===== src/rtl/cache_ctrl_pkg.sv =====
// Shared state encoding, geometry helpers and address field slicing for cache_ctrl_param.
// Field helpers work on a wide zero-extended address so one package serves every parameter set.
package cache_ctrl_pkg;

  typedef enum logic [2:0] {
    S_IDLE    = 3'd0,
    S_COMPARE = 3'd1,
    S_WB      = 3'd2,
    S_FILL    = 3'd3,
    S_RETRY   = 3'd4,
    S_ERR     = 3'd5
  } state_t;

  localparam int FW = 64;

  function automatic int calc_tag_w(input int addr_w, input int index_w, input int off_w);
    return addr_w - index_w - off_w;
  endfunction

  function automatic int calc_words(input int off_w);
    return 1 << (off_w - 1);
  endfunction

  function automatic logic [FW-1:0] field_mask(input int w);
    return (w >= FW) ? '1 : ((FW'(1) << w) - FW'(1));
  endfunction

  // Index occupies the top bits, offset the bottom, tag whatever lies between.
  function automatic logic [FW-1:0] get_index(input logic [FW-1:0] a, input int addr_w,
                                              input int index_w);
    return (a >> (addr_w - index_w)) & field_mask(index_w);
  endfunction

  function automatic logic [FW-1:0] get_tag(input logic [FW-1:0] a, input int addr_w,
                                            input int index_w, input int off_w);
    return (a >> off_w) & field_mask(calc_tag_w(addr_w, index_w, off_w));
  endfunction

  function automatic logic [FW-1:0] get_offset(input logic [FW-1:0] a, input int off_w);
    return a & field_mask(off_w);
  endfunction

endpackage


===== src/rtl/dff.sv =====
// Generic register with asynchronous active-high reset to a parameterised value.
// One-cycle latency, no backpressure.
module dff #(
  parameter int         W       = 1,
  parameter logic [W-1:0] RST_VAL = '0
) (
  input  logic         clk,
  input  logic         rst,
  input  logic [W-1:0] d,
  output logic [W-1:0] q
);

  always_ff @(posedge clk or posedge rst) begin
    if (rst) q <= RST_VAL;
    else     q <= d;
  end

endmodule


===== src/rtl/mem_return_tracker.sv =====
// Delays each accepted memory read by LAT cycles to mark when its data is on DataOut_mem.
// Fixed LAT-cycle latency; memory returns cannot be stalled, so there is no backpressure.
module mem_return_tracker #(
  parameter int LAT = 2
) (
  input  logic clk,
  input  logic rst,
  input  logic acc,
  output logic ret
);

  logic [LAT-1:0] pipe;

  always_ff @(posedge clk or posedge rst) begin
    if (rst) pipe <= '0;
    else     pipe <= LAT'({pipe, acc});
  end

  assign ret = pipe[LAT-1];

endmodule


===== src/rtl/cache_ctrl_param.sv =====
// Direct-mapped write-back cache controller: hit in 1 cycle, miss refills a line with pipelined reads.
// Memory requests hold while stall is high; Stall_sys holds off the processor outside IDLE.
module cache_ctrl_param
  import cache_ctrl_pkg::*;
#(
  parameter  int ADDR_W  = 16,
  parameter  int DATA_W  = 16,
  parameter  int INDEX_W = 8,
  parameter  int OFF_W   = 3,
  parameter  int MEM_LAT = 2,
  localparam int TAG_W   = calc_tag_w(ADDR_W, INDEX_W, OFF_W),
  localparam int WORDS   = calc_words(OFF_W)
) (
  input  logic               clk,
  input  logic               rst,
  input  logic [ADDR_W-1:0]  Addr,
  input  logic [DATA_W-1:0]  DataIn,
  input  logic               Rd,
  input  logic               Wr,
  output logic               Done,
  output logic               CacheHit,
  output logic               Stall_sys,
  output logic               err,
  input  logic               hit,
  input  logic               dirty,
  input  logic               valid,
  input  logic [TAG_W-1:0]   tag_out,
  input  logic [DATA_W-1:0]  DataOut_cache,
  output logic               enable_ct,
  output logic               cmp_ct,
  output logic               wr_cache,
  output logic               valid_in_ct,
  output logic [INDEX_W-1:0] index_cache,
  output logic [OFF_W-1:0]   offset_cache,
  output logic [TAG_W-1:0]   tag_cache,
  output logic [DATA_W-1:0]  DataIn_ct,
  input  logic [DATA_W-1:0]  DataOut_mem,
  input  logic               stall,
  output logic [ADDR_W-1:0]  Addr_mem,
  output logic [DATA_W-1:0]  DataIn_mem,
  output logic               wr_mem,
  output logic               rd_mem
);

  // i and j need one extra bit so they can reach WORDS and mark completion.
  localparam logic [OFF_W-1:0] WORDS_C = OFF_W'(WORDS);
  localparam logic [OFF_W-1:0] LAST_C  = OFF_W'(WORDS - 1);
  localparam logic [OFF_W-2:0] K_LAST  = '1;

  state_t                   state, nstate;
  logic [$bits(state_t)-1:0] state_q;
  logic [ADDR_W-1:0]        addr_q;
  logic [DATA_W-1:0]        data_q;
  logic                     wr_q;
  logic [OFF_W-2:0]         k_q;
  logic [OFF_W-1:0]         i_q, j_q;
  logic [INDEX_W-1:0]       idx_q;
  logic [TAG_W-1:0]         tag_q;
  logic [OFF_W-1:0]         off_q;
  logic                     rd_acc, ret_vld;

  assign idx_q = INDEX_W'(get_index(FW'(addr_q), ADDR_W, INDEX_W));
  assign tag_q = TAG_W'(get_tag(FW'(addr_q), ADDR_W, INDEX_W, OFF_W));
  assign off_q = OFF_W'(get_offset(FW'(addr_q), OFF_W));

  dff #(.W($bits(state_t)), .RST_VAL(S_IDLE)) u_state_reg (
    .clk (clk),
    .rst (rst),
    .d   (nstate),
    .q   (state_q)
  );
  assign state = state_t'(state_q);

  assign rd_acc = rd_mem & ~stall;

  mem_return_tracker #(.LAT(MEM_LAT)) u_ret (
    .clk (clk),
    .rst (rst),
    .acc (rd_acc),
    .ret (ret_vld)
  );

  always_ff @(posedge clk or posedge rst) begin
    if (rst) begin
      addr_q <= '0;
      data_q <= '0;
      wr_q   <= 1'b0;
    end else if (state == S_IDLE && (Rd ^ Wr)) begin
      addr_q <= Addr;
      data_q <= DataIn;
      wr_q   <= Wr;
    end
  end

  always_ff @(posedge clk or posedge rst) begin
    if (rst) begin
      k_q <= '0;
      i_q <= '0;
      j_q <= '0;
    end else begin
      if (state == S_WB) begin
        if (!stall) k_q <= k_q + (OFF_W-1)'(1);
      end else begin
        k_q <= '0;
      end
      if (state == S_FILL) begin
        if (rd_acc)  i_q <= i_q + OFF_W'(1);
        if (ret_vld) j_q <= j_q + OFF_W'(1);
      end else begin
        i_q <= '0;
        j_q <= '0;
      end
    end
  end

  always_comb begin
    nstate       = state;
    Done         = 1'b0;
    CacheHit     = 1'b0;
    err          = 1'b0;
    Stall_sys    = (state != S_IDLE);
    enable_ct    = 1'b0;
    cmp_ct       = 1'b0;
    wr_cache     = 1'b0;
    valid_in_ct  = 1'b0;
    index_cache  = '0;
    offset_cache = '0;
    tag_cache    = '0;
    DataIn_ct    = '0;
    Addr_mem     = '0;
    DataIn_mem   = '0;
    wr_mem       = 1'b0;
    rd_mem       = 1'b0;
    case (state)
      S_IDLE: begin
        if (Rd & Wr)      nstate = S_ERR;
        else if (Rd ^ Wr) nstate = S_COMPARE;
      end
      // RETRY repeats the compare access so a pending write merges into the fresh line.
      S_COMPARE, S_RETRY: begin
        enable_ct    = 1'b1;
        cmp_ct       = 1'b1;
        wr_cache     = wr_q;
        DataIn_ct    = data_q;
        index_cache  = idx_q;
        tag_cache    = tag_q;
        offset_cache = off_q;
        if (state == S_RETRY) begin
          Done   = 1'b1;
          nstate = S_IDLE;
        end else if (hit & valid) begin
          Done     = 1'b1;
          CacheHit = 1'b1;
          nstate   = S_IDLE;
        end else if (valid & dirty) begin
          nstate = S_WB;
        end else begin
          nstate = S_FILL;
        end
      end
      S_WB: begin
        enable_ct    = 1'b1;
        index_cache  = idx_q;
        offset_cache = {k_q, 1'b0};
        wr_mem       = 1'b1;
        Addr_mem     = {idx_q, tag_out, k_q, 1'b0};
        DataIn_mem   = DataOut_cache;
        if (!stall && k_q == K_LAST) nstate = S_FILL;
      end
      S_FILL: begin
        if (i_q < WORDS_C) begin
          rd_mem   = 1'b1;
          Addr_mem = {idx_q, tag_q, i_q[OFF_W-2:0], 1'b0};
        end
        // Only the final word validates the line, so an aborted refill leaves it invalid.
        if (ret_vld) begin
          enable_ct    = 1'b1;
          wr_cache     = 1'b1;
          index_cache  = idx_q;
          tag_cache    = tag_q;
          offset_cache = {j_q[OFF_W-2:0], 1'b0};
          DataIn_ct    = DataOut_mem;
          valid_in_ct  = (j_q == LAST_C);
          if (j_q == LAST_C) nstate = S_RETRY;
        end
      end
      S_ERR: begin
        Done   = 1'b1;
        err    = 1'b1;
        nstate = S_IDLE;
      end
      default: nstate = S_IDLE;
    endcase
  end

endmodule


===== config.mk =====
export PLATFORM = sky130hd
export DESIGN_NAME = cache_ctrl_param
export DESIGN_NICKNAME = d
export VERILOG_FILES = /design/src/rtl/cache_ctrl_pkg.sv /design/src/rtl/dff.sv /design/src/rtl/mem_return_tracker.sv /design/src/rtl/cache_ctrl_param.sv
export SDC_FILE = /design/constraint.sdc
export NUM_CORES = 1
export LEC_CHECK = 0
export ABC_CLOCK_PERIOD_IN_PS = 1700
export CAP_MARGIN = 25
export CORE_ASPECT_RATIO = 0.6
export CORE_MARGIN = 5
export CORE_UTILIZATION = 52
export CTS_BUF_LIST = sky130_fd_sc_hd__clkbuf_4
export DETAILED_ROUTE_END_ITERATION = 8
export DONT_BUFFER_PORTS = 1
export GPL_TIMING_DRIVEN = 1
export PLACE_DENSITY = 0.7
export SETUP_SLACK_MARGIN = 0.2
export SLEW_MARGIN = 5
export SYNTH_ARGS = -nofsm -noshare
export SYNTH_HDL_FRONTEND = slang
export SYNTH_HIERARCHICAL = 1
export SYNTH_SLANG_ARGS = --single-unit
export TNS_END_PERCENT = 10

===== constraint.sdc =====
create_clock -name clk -period 1.7 [get_ports clk]
set_input_delay 0.17 -clock clk [delete_from_list [all_inputs] [get_ports clk]]
set_output_delay 0.17 -clock clk [all_outputs]
set_load 0.02 [all_outputs]

=== After elaboration in Yosys (flattened, before gate mapping) ===
Index checks and enable logic that the tools add are counted.

* Register bits after elaboration: 46
* Input bits: 77
* Output and inout port bits: 74
* Logic and storage cells: 80

* Add/sub/neg operators: 3
* $lt $le $gt $ge: 1
* Eq/ne operators: 13
* Muxes and demuxes: 41
* Bitwise gates (word level): 6
* Reduce and logical (&&, ||, !) cells: 8

{| class="wikitable"
|+ Operator list
! cell !! number
|-
| $pmux 16 s2 || 2
|-
| $mux 16 || 3
|-
| $mux 3 || 10
|-
| $pmux 8 s2 || 1
|-
| $mux 1 || 13
|-
| $pmux 3 s4 || 1
|-
| $pmux 5 s2 || 1
|-
| $eq 3x2->1 const B || 3
|-
| $pmux 3 s3 || 1
|-
| $mux 2 || 4
|-
| $mux 8 || 1
|-
| $ne 2x1->1 const B || 4
|-
| $add 3x1->3 const B || 2
|-
| $eq 3x3->1 const B || 2
|-
| $pmux 1 s2 || 3
|-
| $mux 5 || 1
|-
| $and 1x1->1 || 4
|-
| $reduce_and 4->1 || 1
|-
| $eq 3x1->1 const B || 1
|-
| $logic_not 3->1 || 1
|-
| $lt 3x3->1 const B || 1
|-
| $ne 3x1->1 const B || 1
|-
| $reduce_bool 3->1 || 1
|-
| $reduce_or 3->1 || 1
|-
| other kinds (8) || 9
|}

=== Depth between registers and ports, before layout ===
Gate-level depths: netlist of run 1.

* Depth after elaboration: 6
* Mapped depth: 6
* Depth with buffers taken out: 5

=== By module ===
The synthesis of run 1 kept the hierarchy.

{| class="wikitable"
|+ By module, submodules not included
! module !! times used !! cells an instance !! area an instance (µm²) !! seq. area each (µm²)
|-
| cache_ctrl_param || 1 || 224 || 2453.6 || 1026.0
|-
| dff || 1 || 4 || 78.8 || 75.1
|-
| mem_return_tracker || 1 || 3 || 53.8 || 50.0
|}

=== Worst setup path before layout of run 1 ===
No wires, ideal clock.

* Path type: reg2out
* Start: register u_state_reg.q[1]
* End: output index_cache[0]
* Data arrival time: 1.511 ns
* Data required time: 1.530 ns
* Path slack: 0.019 ns
* Stages on the path, launching flop included: 6
* Buffers on the path: 3
* Path through: dfrtp_1 > buf_4 > buf_2 > a21o_1 > clkbuf_1 > nor3b_1

* Cells in the longest elaborated chain, start to end: 3
* Elaborated cells on any way between the ends: 6
* Classes of those cells: 4 x eq/ne; 1 x mux; 1 x reduce/logical

{| class="wikitable"
|+ RTL lines
! item !! line !! text
|-
| start: declaration || dff.sv:10 || <nowiki>output logic [W-1:0] q</nowiki>
|-
| start signal: assignment || dff.sv:14 || <nowiki>if (rst) q <= RST_VAL;</nowiki>
|-
| start signal: assignment || dff.sv:15 || <nowiki>else q <= d;</nowiki>
|-
| $eq 3x2->1 (tied with other cells) || cache_ctrl_param.sv:134 || <nowiki>case (state)</nowiki>
|-
| $reduce_or 3->1 (no source line) || -- ||
|-
| $pmux 8 s2 * || cache_ctrl_param.sv:134 ||
|-
| end: declaration || cache_ctrl_param.sv:33 || <nowiki>output logic [INDEX_W-1:0] index_cache,</nowiki>
|}

Mark *: on every way between the ends. The rest lies on a longest branch, timed or not.

=== Worst setup path in the final report of run 1 ===
* Start: register u_state_reg.q[2]
* End: output offset_cache[2]

* Cells in the longest elaborated chain, start to end: 3
* Elaborated cells on any way between the ends: 6
* Classes of those cells: 4 x eq/ne; 1 x mux; 1 x reduce/logical

{| class="wikitable"
|+ RTL lines
! item !! line !! text
|-
| $eq 3x3->1 / $eq 3x1->1 (equally long branches) || cache_ctrl_param.sv:134 ||
|-
| $reduce_or 2->1 || cache_ctrl_param.sv:134 ||
|-
| $pmux 3 s3 * || cache_ctrl_param.sv:134 ||
|-
| end: declaration || cache_ctrl_param.sv:34 || <nowiki>output logic [OFF_W-1:0] offset_cache,</nowiki>
|}

Marked as above.

==> results of run 1 <==
[per-stage QoR]
| stage | instances | worst slack (ps) | total power [mW] | utilization |
|---|---|---|---|---|
| after floorplan | 231 | 19.0 | 3.64 | - |
| after global placement | 317 | 108 | 4.31 | 0.619 |
| after detailed placement | 317 | 63.3 | 4.37 | 0.619 |
| after CTS | 369 | -230 | 5.67 | 0.768 |
| after global routing | 371 | -317 | 6.41 | 0.818 |
| final | 371 | -245 | 6.08 | 0.818 |
[worst paths after layout]
kind | endpoint | slack (ps) | depth (start not counted)
setup / recovery | offset_cache[2] | -240 | 4
hold / removal | k_q[0] | 20 | 2
setup reg to reg | data_q[7] | 10 | 5
hold reg to reg | u_ret/pipe[1] | 370 | 0
max in group asynchronous | data_q[1] | 850 | 3
min in group asynchronous | u_ret/pipe[0] | 160 | 2
[logic make-up after synthesis]
logic type               Yosys count
flip-flops                        46
other                              1
XOR/XNOR                           4
adder cells (fa/ha/maj)            5
multiplexers                      35
buffers and inverters             26
AND/OR/NAND/NOR                   76
AO/OA/AOI/OAI                     38
[cell type report]
class                   instances  area [um^2]
clock buffers                   5         37.5
clock inverters                 3         63.8
fillers                       233          852
inverters                       7         30.0
multi-input cells             159         1610
flip-flops and latches         46         1150
well taps                      63         78.8
repair buffers                 88          861
[layer usage]
metal  up-vias  track usage  wire length [um]
li1        969            -                 -
met1      1103        0.274              2970
met2       111        0.362              3940
met3        11       0.0697               738
met4         0       0.0232                82
met5         -            0                 0
[flip-flops by register name, summed over array words and instances (netlist names)]
register	cells
i_q	3
wr_q	1
j_q	3
addr_q	16
k_q	2
u_ret/pipe	2
data_q	16
u_state_reg/q	3
[placed cells by master, fill, tap and decap left out, drive strengths merged, types with 2 or more instances in the layout]
| cell | instances |
|---|---|
| buf | 51 |
| dfrtp | 46 |
| dlygate4sd3 | 37 |
| mux2 | 33 |
| and2 | 30 |
| a22o | 21 |
| nor2 | 11 |
| nor3b | 11 |
| nor2b | 6 |
| a21oi | 5 |
| inv | 5 |
| ha | 5 |
| clkbuf | 5 |
| xnor2 | 4 |
| nand2 | 4 |
| nand3b | 3 |
| a21o | 3 |
| o21ai | 2 |
| nand3 | 2 |
| a211oi | 2 |
| and4b | 2 |
| a221o | 2 |
| clkinv | 2 |
| mux2i | 2 |
| bufinv | 2 |
| nor3 | 2 |
| nand2b | 2 |
[repair_timing]
action | in CTS | in global routing
setup endpoints to repair | 107 | 107
gates resized for setup | 58 | 66
setup buffers | 7 | 2
pin swaps | 13 | 17
hold buffers | 37 | 0
endpoints found under the hold margin | 61 | 0
[power by group]
group / internal (mW) / switching (mW)
sequential: 1.42 / 0.275
clock: 0.453 / 0.355
combinational: 1.71 / 1.86
total: 3.59 / 2.49
==> Flow_metrics.wiki, run 1 <==
{| class="wikitable"
! Metric !! Value
|-
| Number of instances in the synthesized netlist || 231
|-
| Area of the core || 0.00468 mm^2
|-
| Parity-gate share of the synthesized area counting xor and xnor cells || 0.0135
|-
| Flip-flop cell with the highest count after synthesis || dfrtp_1
|-
| Routed wire length || 7.73 mm
|-
| Via count of the first global-routing pass || 2117
|-
| CP Data Required Time || 1530 ps
|-
| Portion of synthesized cell area occupied by the leading cell type || 0.445
|-
| Count of state elements after synthesis || 46
|-
| Remaining routing DRC violations || 0
|-
| Synth cell types || 38
|-
| Unrepaired setup endpoints after global routing || yes
|-
| Average vias per placed instance || 5.91
|-
| Initial Utilization || 0.552
|-
| Post-synth EDFFs || 0
|-
| Minimum clock period after layout || 1940 ps
|-
| MaxCap Viol Count || 0
|-
| Critical path arrival || 1770 ps
|-
| Count of nets after finishing || 389
|-
| Failing checks || setup timing
|-
| Maximum clock insertion buffer count || 2
|-
| Chain of cells forming the critical path || xnor2_1 -> nor2_2 -> buf_12 -> a221o_1
|-
| Tightest hold margin || 23.2 ps
|-
| Final clock period utilization by the worst path || 1.14
|-
| Worst R2R Start || u_state_reg/q[1]
|-
| Post-detailed-placement cell area || 0.00290 mm^2
|-
| Highest net fanout along the worst path || 20
|-
| Crit path largest cell delay || 500 ps
|-
| Cts bufs inserted || 5
|-
| Type of the most critical hold path || in -> reg
|-
| Cell taking the most area after synthesis || dfrtp_1
|-
| Top area cells in the synthesized netlist || dfrtp_1, mux2_2, and2_1
|-
| Layout-stage area growth over the synthesis result || 48.1%
|-
| Kind of critical path || reg -> out
|-
| Maximum ir drop on the vdd rail || 1.14 mV
|-
| Fraction of the yosys area taken by sequential cells || 0.445
|-
| DPL Wire Length || 4.75 mm
|-
| Iter 0 DRT Violations || 132
|-
| Worst path buffer plus inverter count || 1
|-
| Number of clock sinks seen by CTS || 46
|-
| Antenna-violating nets left || 0
|-
| Simple logic cell fraction of the synthesized area || 0.187
|-
| Cell with the largest stage delay on the worst path || dfrtp_2
|-
| Detail-routed net length per standard cell || 20.8 um
|-
| Number of warnings issued by yosys || 6
|-
| Synth cell count leaders || dfrtp_1, and2_1, mux2_2
|-
| Setup Total Neg Slack || -11280 ps
|-
| Largest net degree at the start of global routing || 23
|-
| CP top delay family || flip-flops
|-
| Clock input transition at the sequential cells of the worst setup and hold paths || 130 ps
|-
| Main combinational cell family by area after synthesis || simple AND/OR/NAND/NOR gates
|-
| Mean post-synth cell area || 11.2 um^2
|-
| Overall Global Routing Usage || 0.212
|-
| Final worst-path setup slack || -245 ps
|-
| Detailed Routing Iterations Pass 1 || 4
|-
| Num rows || 19
|-
| Final setup fails || 69
|-
| Start point of the critical path || u_state_reg/q[2]
|-
| Startpoint types || flip-flop
|-
| Die outline area || 0.00653 mm^2
|-
| Weighted congestion at the end of routability-driven global placement || 0.896
|-
| Worst relative slew slack || 0.495
|-
| Clock tree from TritonCTS || done
|-
| Vertical die dimension || 64.6 um
|-
| Area of all placed cells without fillers || 0.00383 mm^2
|-
| Cell at the root of the clock tree || clkbuf_4
|-
| Fraction of layout cells with a size suffix above 1 || 0.526
|-
| Htree depth || 2
|-
| Number of max-slew violations in the final report || 0
|-
| # diodes || 0
|-
| Final Skew || 11.0 ps
|-
| Compound-Gate Fraction of Synth Area || 0.116
|-
| Global-route wire length before repair || 11.0 mm
|-
| Residual overflow from global routing || 0
|-
| Startpoint of the worst hold path || stall
|-
| Initial antenna violation count || 0
|-
| Count of buffers from port buffering || 0
|-
| # IOs || 151
|-
| Maximum operating frequency || 514 MHz
|-
| Power per standard cell area || 1590 mW/mm^2
|-
| Worst-Margin Slew || 753 ps
|-
| Number of nets in the synthesized netlist || 313
|-
| Asr flop ratio synth || 1.00
|-
| Clock network latency to the later pin of the worst-skew pair || 360 ps
|-
| Vias post-DR || 2194
|-
| Synthesized-area fraction occupied by adder cells || 0.0242
|-
| Leakage || 1.82 nW
|-
| Netlist area before placement || 0.00259 mm^2
|-
| Mux cell area share after synthesis || 0.151
|-
| Count of final hold-check violations || 0
|-
| Count leader, synth || dfrtp_1
|-
| Die outline width || 101 um
|-
| Result of the run || finished with violations
|-
| CP Capture Type || primary output
|}
No activity file was read; power rests on OpenSTA's default activity.
==> run 2: changes to the inputs <==
--- a/config.mk
+++ b/config.mk
@@ -16,6 +16,7 @@
 export GPL_TIMING_DRIVEN = 1
 export PLACE_DENSITY = 0.7
 export SETUP_SLACK_MARGIN = 0.2
+export SKIP_LAST_GASP = 1
 export SLEW_MARGIN = 5
 export SYNTH_ARGS = -nofsm -noshare
 export SYNTH_HDL_FRONTEND = slang
==> Flow_metrics.wiki, run 2 (synthesis results as in run 1) <==
{| class="wikitable"
! Metric !! Value
|-
| Result of the run || finished with violations
|-
| Failing checks || setup timing
|-
| Cell with the largest stage delay on the worst path || dfrtp_2
|-
| CP Capture Type || primary output
|-
| Iter 0 DRT Violations || 102 (-23%)
|-
| Clock tree from TritonCTS || done
|-
| CP top delay family || flip-flops
|-
| DPL Wire Length || 4.75 mm (unchanged)
|-
| Post-detailed-placement cell area || 0.00290 mm^2 (unchanged)
|-
| Initial antenna violation count || 0 (unchanged)
|-
| Number of clock sinks seen by CTS || 46 (unchanged)
|-
| Final Skew || 9.10 ps (-1.92 ps)
|-
| Fraction of layout cells with a size suffix above 1 || 0.461 (-0.0649)
|-
| Final worst-path setup slack || -240 ps (+4.53 ps)
|-
| Startpoint types || flip-flop
|-
| Worst slack at placement || 63.3 ps (unchanged)
|-
| Commonest non-fill, non-tap cell in the layout || dfrtp_1
|-
| Average vias per placed instance || 5.83 (-1.4%)
|-
| Count of final hold-check violations || 0 (unchanged)
|-
| Overall Global Routing Usage || 0.215 (+0.00234)
|-
| Unrepaired setup endpoints after global routing || yes
|-
| MaxCap Viol Count || 0 (unchanged)
|-
| Maximum operating frequency || 515 MHz (+0.23%)
|-
| Clock input transition at the sequential cells of the worst setup and hold paths || 140 ps (about the same)
|-
| Type of the most critical hold path || in -> reg
|-
| Number of cells traversed by the worst register-to-register path || 5 (unchanged)
|-
| Maximum clock insertion buffer count || 2 (unchanged)
|-
| Area of all placed cells without fillers || 0.00371 mm^2 (-3.0%)
|-
| Global-route wire length before repair || 11.1 mm (+1.3%)
|-
| Final setup fails || 102 (+48%)
|-
| Leakage || 1.75 nW (-3.9%)
|-
| Routed wire length || 7.75 mm (+0.26%)
|-
| # IOs || 151 (unchanged)
|-
| Worst relative slew slack || 0.498 (+0.00259)
|-
| Total power || 5.88 mW (-3.3%)
|-
| Number of standard cells in the layout, taps in and fillers out || 371 (unchanged)
|-
| Highest net fanout along the worst path || 8 (-60%)
|-
| Remaining routing DRC violations || 0 (unchanged)
|-
| Count of nets after finishing || 389 (unchanged)
|-
| Residual overflow from global routing || 0 (unchanged)
|-
| Initial Utilization || 0.552 (unchanged)
|-
| Setup Total Neg Slack || -14960 ps (-3680 ps)
|-
| Count of buffers from port buffering || 0 (unchanged)
|-
| Clock network latency to the later pin of the worst-skew pair || 360 ps (about the same)
|-
| Critical path arrival || 1770 ps (about the same)
|-
| Weighted congestion at the end of routability-driven global placement || 0.896 (unchanged)
|-
| Kind of critical path || reg -> out
|-
| Power per standard cell area || 1580 mW/mm^2 (-0.31%)
|-
| Worst path buffer plus inverter count || 3 (+2)
|-
| Worst-Margin Slew || 749 ps (-3.87 ps)
|-
| Htree depth || 2 (unchanged)
|-
| Number of max-slew violations in the final report || 0 (unchanged)
|-
| Num rows || 19 (unchanged)
|-
| Vias post-DR || 2163 (-1.4%)
|-
| Minimum clock period after layout || 1940 ps (-4.53 ps)
|-
| Final clock period utilization by the worst path || 1.14 (-0.00266)
|-
| Die outline width || 101 um (unchanged)
|-
| Cell at the root of the clock tree || clkbuf_4
|-
| Via count of the first global-routing pass || 2159 (+2.0%)
|-
| Largest net degree at the start of global routing || 23 (unchanged)
|-
| Antenna-violating nets left || 0 (unchanged)
|-
| CP Data Required Time || 1530 ps (about the same)
|-
| Biggest registers after layout || addr_q (16), data_q (16)
|-
| Instance count on the critical path || 5 (+1)
|-
| Area of the core || 0.00468 mm^2 (unchanged)
|-
| Detailed Routing Iterations Pass 1 || 4 (unchanged)
|-
| Layout-stage area growth over the synthesis result || 43.6%
|-
| Cells after DPL || 317 (unchanged)
|-
| Chain of cells forming the critical path || buf_6 -> and4b_1 -> buf_12 -> buf_4 -> a22o_1
|-
| Worst Hold Path Cells || 2 (unchanged)
|-
| Cts bufs inserted || 5 (unchanged)
|-
| Maximum ir drop on the vdd rail || 0.904 mV (-21%)
|-
| Die outline area || 0.00653 mm^2 (unchanged)
|-
| # diodes || 0 (unchanged)
|-
| Detail-routed net length per standard cell || 20.9 um (+0.26%)
|-
| Crit path largest cell delay || 490 ps (about the same)
|-
| Vertical die dimension || 64.6 um (unchanged)
|-
| Most frequent cells in the layout || dfrtp_1, dlygate4sd3_1, buf_4
|}
## run 2: cell type report
| type | count | area (um^2) |
|---|---|---|
| clock inverters | 3 | 63.8 |
| fillers | 263 | 968 |
| inverters | 7 | 30.0 |
| well taps | 63 | 78.8 |
| repair buffers | 88 | 850 |
| clock buffers | 5 | 37.5 |
| multi-input cells | 159 | 1500 |
| flip-flops and latches | 46 | 1150 |
## run 2: per-layer routing
| metal | part of all wire | up-vias | global-route usage |
|---|---|---|---|
| met2 | 0.52 | 102 | 0.374 |
| met5 | 0 | - | 0 |
| met1 | 0.38 | 1074 | 0.271 |
| li1 | - | 973 | - |
| met3 | 0.090 | 14 | 0.0632 |
| met4 | 0.017 | 0 | 0.0348 |
## run 2: repair_timing
item                                   4_1_cts  5_1_grt
endpoints found under the hold margin       61        0
setup buffers                                7        2
pin swaps                                    4        3
resized for setup                           41       29
setup endpoints to repair                  107      108
hold buffers                                37        0
## run 2: power breakdown
group          switching [mW]  total, mW  internal [mW]
sequential              0.271       1.69           1.42
combinational            1.84       3.37           1.53
clock                   0.359      0.813          0.453
## run 2: stage by stage
step,util,hold WS (ps)
detailed placement,0.619,-81.1
global route,0.793,19.5
CTS,0.762,12.0
finish,0.793,18.8
global placement,0.619,-83.2
floorplan,-,-88.8
## run 2: path summary, 6_finish.rpt
path                                   from            end  slack, ps
max in group asynchronous               rst      data_q[1]        850
min                                   stall         k_q[0]         20
min reg2reg                   u_ret/pipe[0]  u_ret/pipe[1]        380
max reg2reg                u_state_reg/q[0]     data_q[14]       -110
min in group asynchronous               rst  u_ret/pipe[0]        150
max                        u_state_reg/q[1]   DataIn_ct[8]       -240
==> run 3: changes to the inputs <==
--- a/config.mk
+++ b/config.mk
@@ -9,12 +9,11 @@
 export CAP_MARGIN = 25
 export CORE_ASPECT_RATIO = 0.6
 export CORE_MARGIN = 5
-export CORE_UTILIZATION = 52
+export CORE_UTILIZATION = 32
 export CTS_BUF_LIST = sky130_fd_sc_hd__clkbuf_4
 export DETAILED_ROUTE_END_ITERATION = 8
 export DONT_BUFFER_PORTS = 1
 export GPL_TIMING_DRIVEN = 1
-export PLACE_DENSITY = 0.7
 export SETUP_SLACK_MARGIN = 0.2
 export SKIP_LAST_GASP = 1
 export SLEW_MARGIN = 5
==> Flow_metrics.wiki, run 3 (synthesis results as in run 1) <==
{| class="wikitable"
! Metric !! Value
|-
| Residual overflow from global routing || 0 (unchanged)
|-
| Multi-input gate area || 0.00145 mm^2 (-3.3%)
|-
| Commonest non-fill, non-tap cell in the layout || dfrtp_1
|-
| Number of standard cells in the layout, taps in and fillers out || 417 (+12%)
|-
| Startpoint types || flip-flop
|-
| Cell at the root of the clock tree || clkbuf_4
|-
| Failing checks || setup timing
|-
| Fraction of layout cells with a size suffix above 1 || 0.438 (-0.0227)
|-
| Crit path largest cell delay || 490 ps (about the same)
|-
| Iter 0 DRT Violations || 68 (-33%)
|-
| Clock network latency to the later pin of the worst-skew pair || 370 ps (about the same)
|-
| Largest net degree at the start of global routing || 24 (+4.3%)
|-
| Highest net fanout along the worst path || 6 (-2)
|-
| Clock input transition at the sequential cells of the worst setup and hold paths || 140 ps (about the same)
|-
| Biggest registers after layout || addr_q (16), data_q (16)
|-
| Global-route wire length before repair || 11.9 mm (+6.6%)
|-
| Num rows || 25 (+6)
|-
| CP top delay family || flip-flops
|-
| Die outline area || 0.0100 mm^2 (+54%)
|-
| Overall Global Routing Usage || 0.150 (-0.0643)
|-
| Maximum ir drop on the vdd rail || 0.639 mV (-29%)
|-
| Average vias per placed instance || 4.91 (-16%)
|-
| Number of clock sinks seen by CTS || 46 (unchanged)
|-
| Number of max-slew violations in the final report || 0 (unchanged)
|-
| Via count of the first global-routing pass || 2168 (+0.42%)
|-
| MaxCap Viol Count || 0 (unchanged)
|-
| Cts bufs inserted || 5 (unchanged)
|-
| Cells after DPL || 365 (+15%)
|-
| Vias post-DR || 2046 (-5.4%)
|-
| Htree depth || 2 (unchanged)
|-
| Detailed Routing Iterations Pass 1 || 4 (unchanged)
|-
| Final cell utilization of the core || 0.460 (-0.333)
|-
| Leakage || 1.72 nW (-1.6%)
|-
| Cell with the largest stage delay on the worst path || dfrtp_2
|-
| Worst path buffer plus inverter count || 2 (-1)
|-
| Chain of cells forming the critical path || buf_6 -> and4b_1 -> buf_6 -> a221o_1
|-
| Routed wire length || 7.65 mm (-1.3%)
|-
| Cell repeated most along the worst path || buf_6
|-
| Count of buffers from port buffering || 0 (unchanged)
|-
| Final worst-path setup slack || -234 ps (+5.95 ps)
|-
| # IOs || 151 (unchanged)
|-
| Clock tree from TritonCTS || done
|-
| Initial Utilization || 0.328 (-0.224)
|-
| DPL Wire Length || 5.50 mm (+16%)
|-
| CP Capture Type || primary output
|-
| Fill cells || 744 (+180%)
|-
| Count of nets after finishing || 389 (unchanged)
|-
| Count of final hold-check violations || 0 (unchanged)
|-
| Remaining routing DRC violations || 0 (unchanged)
|-
| Area of the core || 0.00788 mm^2 (+68%)
|-
| Final Skew || 12.4 ps (+3.26 ps)
|-
| CP Data Required Time || 1530 ps (about the same)
|-
| Critical path arrival || 1760 ps (about the same)
|-
| Kind of critical path || reg -> out
|-
| Result of the run || finished with violations
|-
| Initial antenna violation count || 0 (unchanged)
|-
| Final clock period utilization by the worst path || 1.14 (-0.00350)
|-
| Type of the most critical hold path || in -> reg
|-
| Minimum clock period after layout || 1930 ps (-5.95 ps)
|-
| Final setup fails || 70 (-31%)
|-
| Weighted congestion at the end of routability-driven global placement || 0.807 (-9.9%)
|-
| Vertical die dimension || 79.6 um (+23%)
|-
| Sequential cell area || 0.00115 mm^2 (unchanged)
|-
| Maximum operating frequency || 517 MHz (+0.31%)
|-
| Most frequent cells in the layout || dfrtp_1, buf_4, dlygate4sd3_1
|-
| Antenna-violating nets left || 0 (unchanged)
|-
| Die outline width || 126 um (+25%)
|-
| Detail-routed net length per standard cell || 18.3 um (-12%)
|-
| Unrepaired setup endpoints after global routing || yes
|-
| Worst slack at placement || 97.8 ps (+34.5 ps)
|-
| Maximum clock insertion buffer count || 2 (unchanged)
|-
| Layout-stage area growth over the synthesis result || 40.3%
|-
| Power per standard cell area || 1480 mW/mm^2 (-6.1%)
|}
[run 3: where the power goes]
group | internal (mW) | switching [mW]
clock | 0.154 | 0.369
sequential | 1.42 | 0.264
combinational | 1.43 | 1.75
total | 3.00 | 2.39
[run 3: layout make-up]
cell class	instances	share of cell area
Multi-Input combinational cell	159	0.400
Tap cell	108	0.0372
Sequential cell	46	0.318
Timing Repair Buffer	88	0.222
Inverter	7	0.00724
Clock buffer	5	0.0103
Antenna cell	1	0.000690
Clock inverter	3	0.00448
[run 3: metal layers]
| metal | part of all wire | global-route usage |
|---|---|---|
| met4 | 0.0063 | 0.0310 |
| met5 | 0 | 0 |
| met2 | 0.46 | 0.230 |
| met3 | 0.075 | 0.0561 |
| met1 | 0.46 | 0.204 |
[run 3: what timing repair did]
item | in CTS | in global routing
pin swaps | 3 | 3
buffers inserted | 5 | 1
resized for setup | 34 | 18
hold endpoints to repair | 66 | 0
endpoints found under the setup margin | 107 | 107
hold buffers | 37 | 0
[run 3: path summary, 6_finish.rpt]
check                           depth (start not counted)              from          endpoint  slack (ps)
max in group asynchronous                               3               rst            i_q[2]         760
worst min register to register                          0     u_ret/pipe[0]     u_ret/pipe[1]         380
worst max-delay path                                    4  u_state_reg/q[1]   offset_cache[2]        -230
worst min-delay path                                    2                Wr  u_state_reg/q[2]         100
min in group asynchronous                               2               rst     u_ret/pipe[0]         170
worst max register to register                          4  u_state_reg/q[0]        data_q[10]         130
[run 3: metrics by stage]
step	instance area (um^2)	setup TNS [ps]	power (mW)	hold slack (ps)
4_1_cts	3560	-15440	5.27	84.6
3_3_place_gp	2960	0	4.39	-81.7
6_report	3630	-11570	5.39	102
2_1_floorplan	2590	0	3.64	-88.8
5_1_grt	3630	-19230	5.76	92.8
3_5_place_dp	2960	0	4.44	-78.3
[run 3: worst reg2reg max path: stages, from the launching register on]
cell and delay [ps]:
dfrtp_2 480, nor3_4 190, and2_2 240, buf_12 190, mux2_2 350
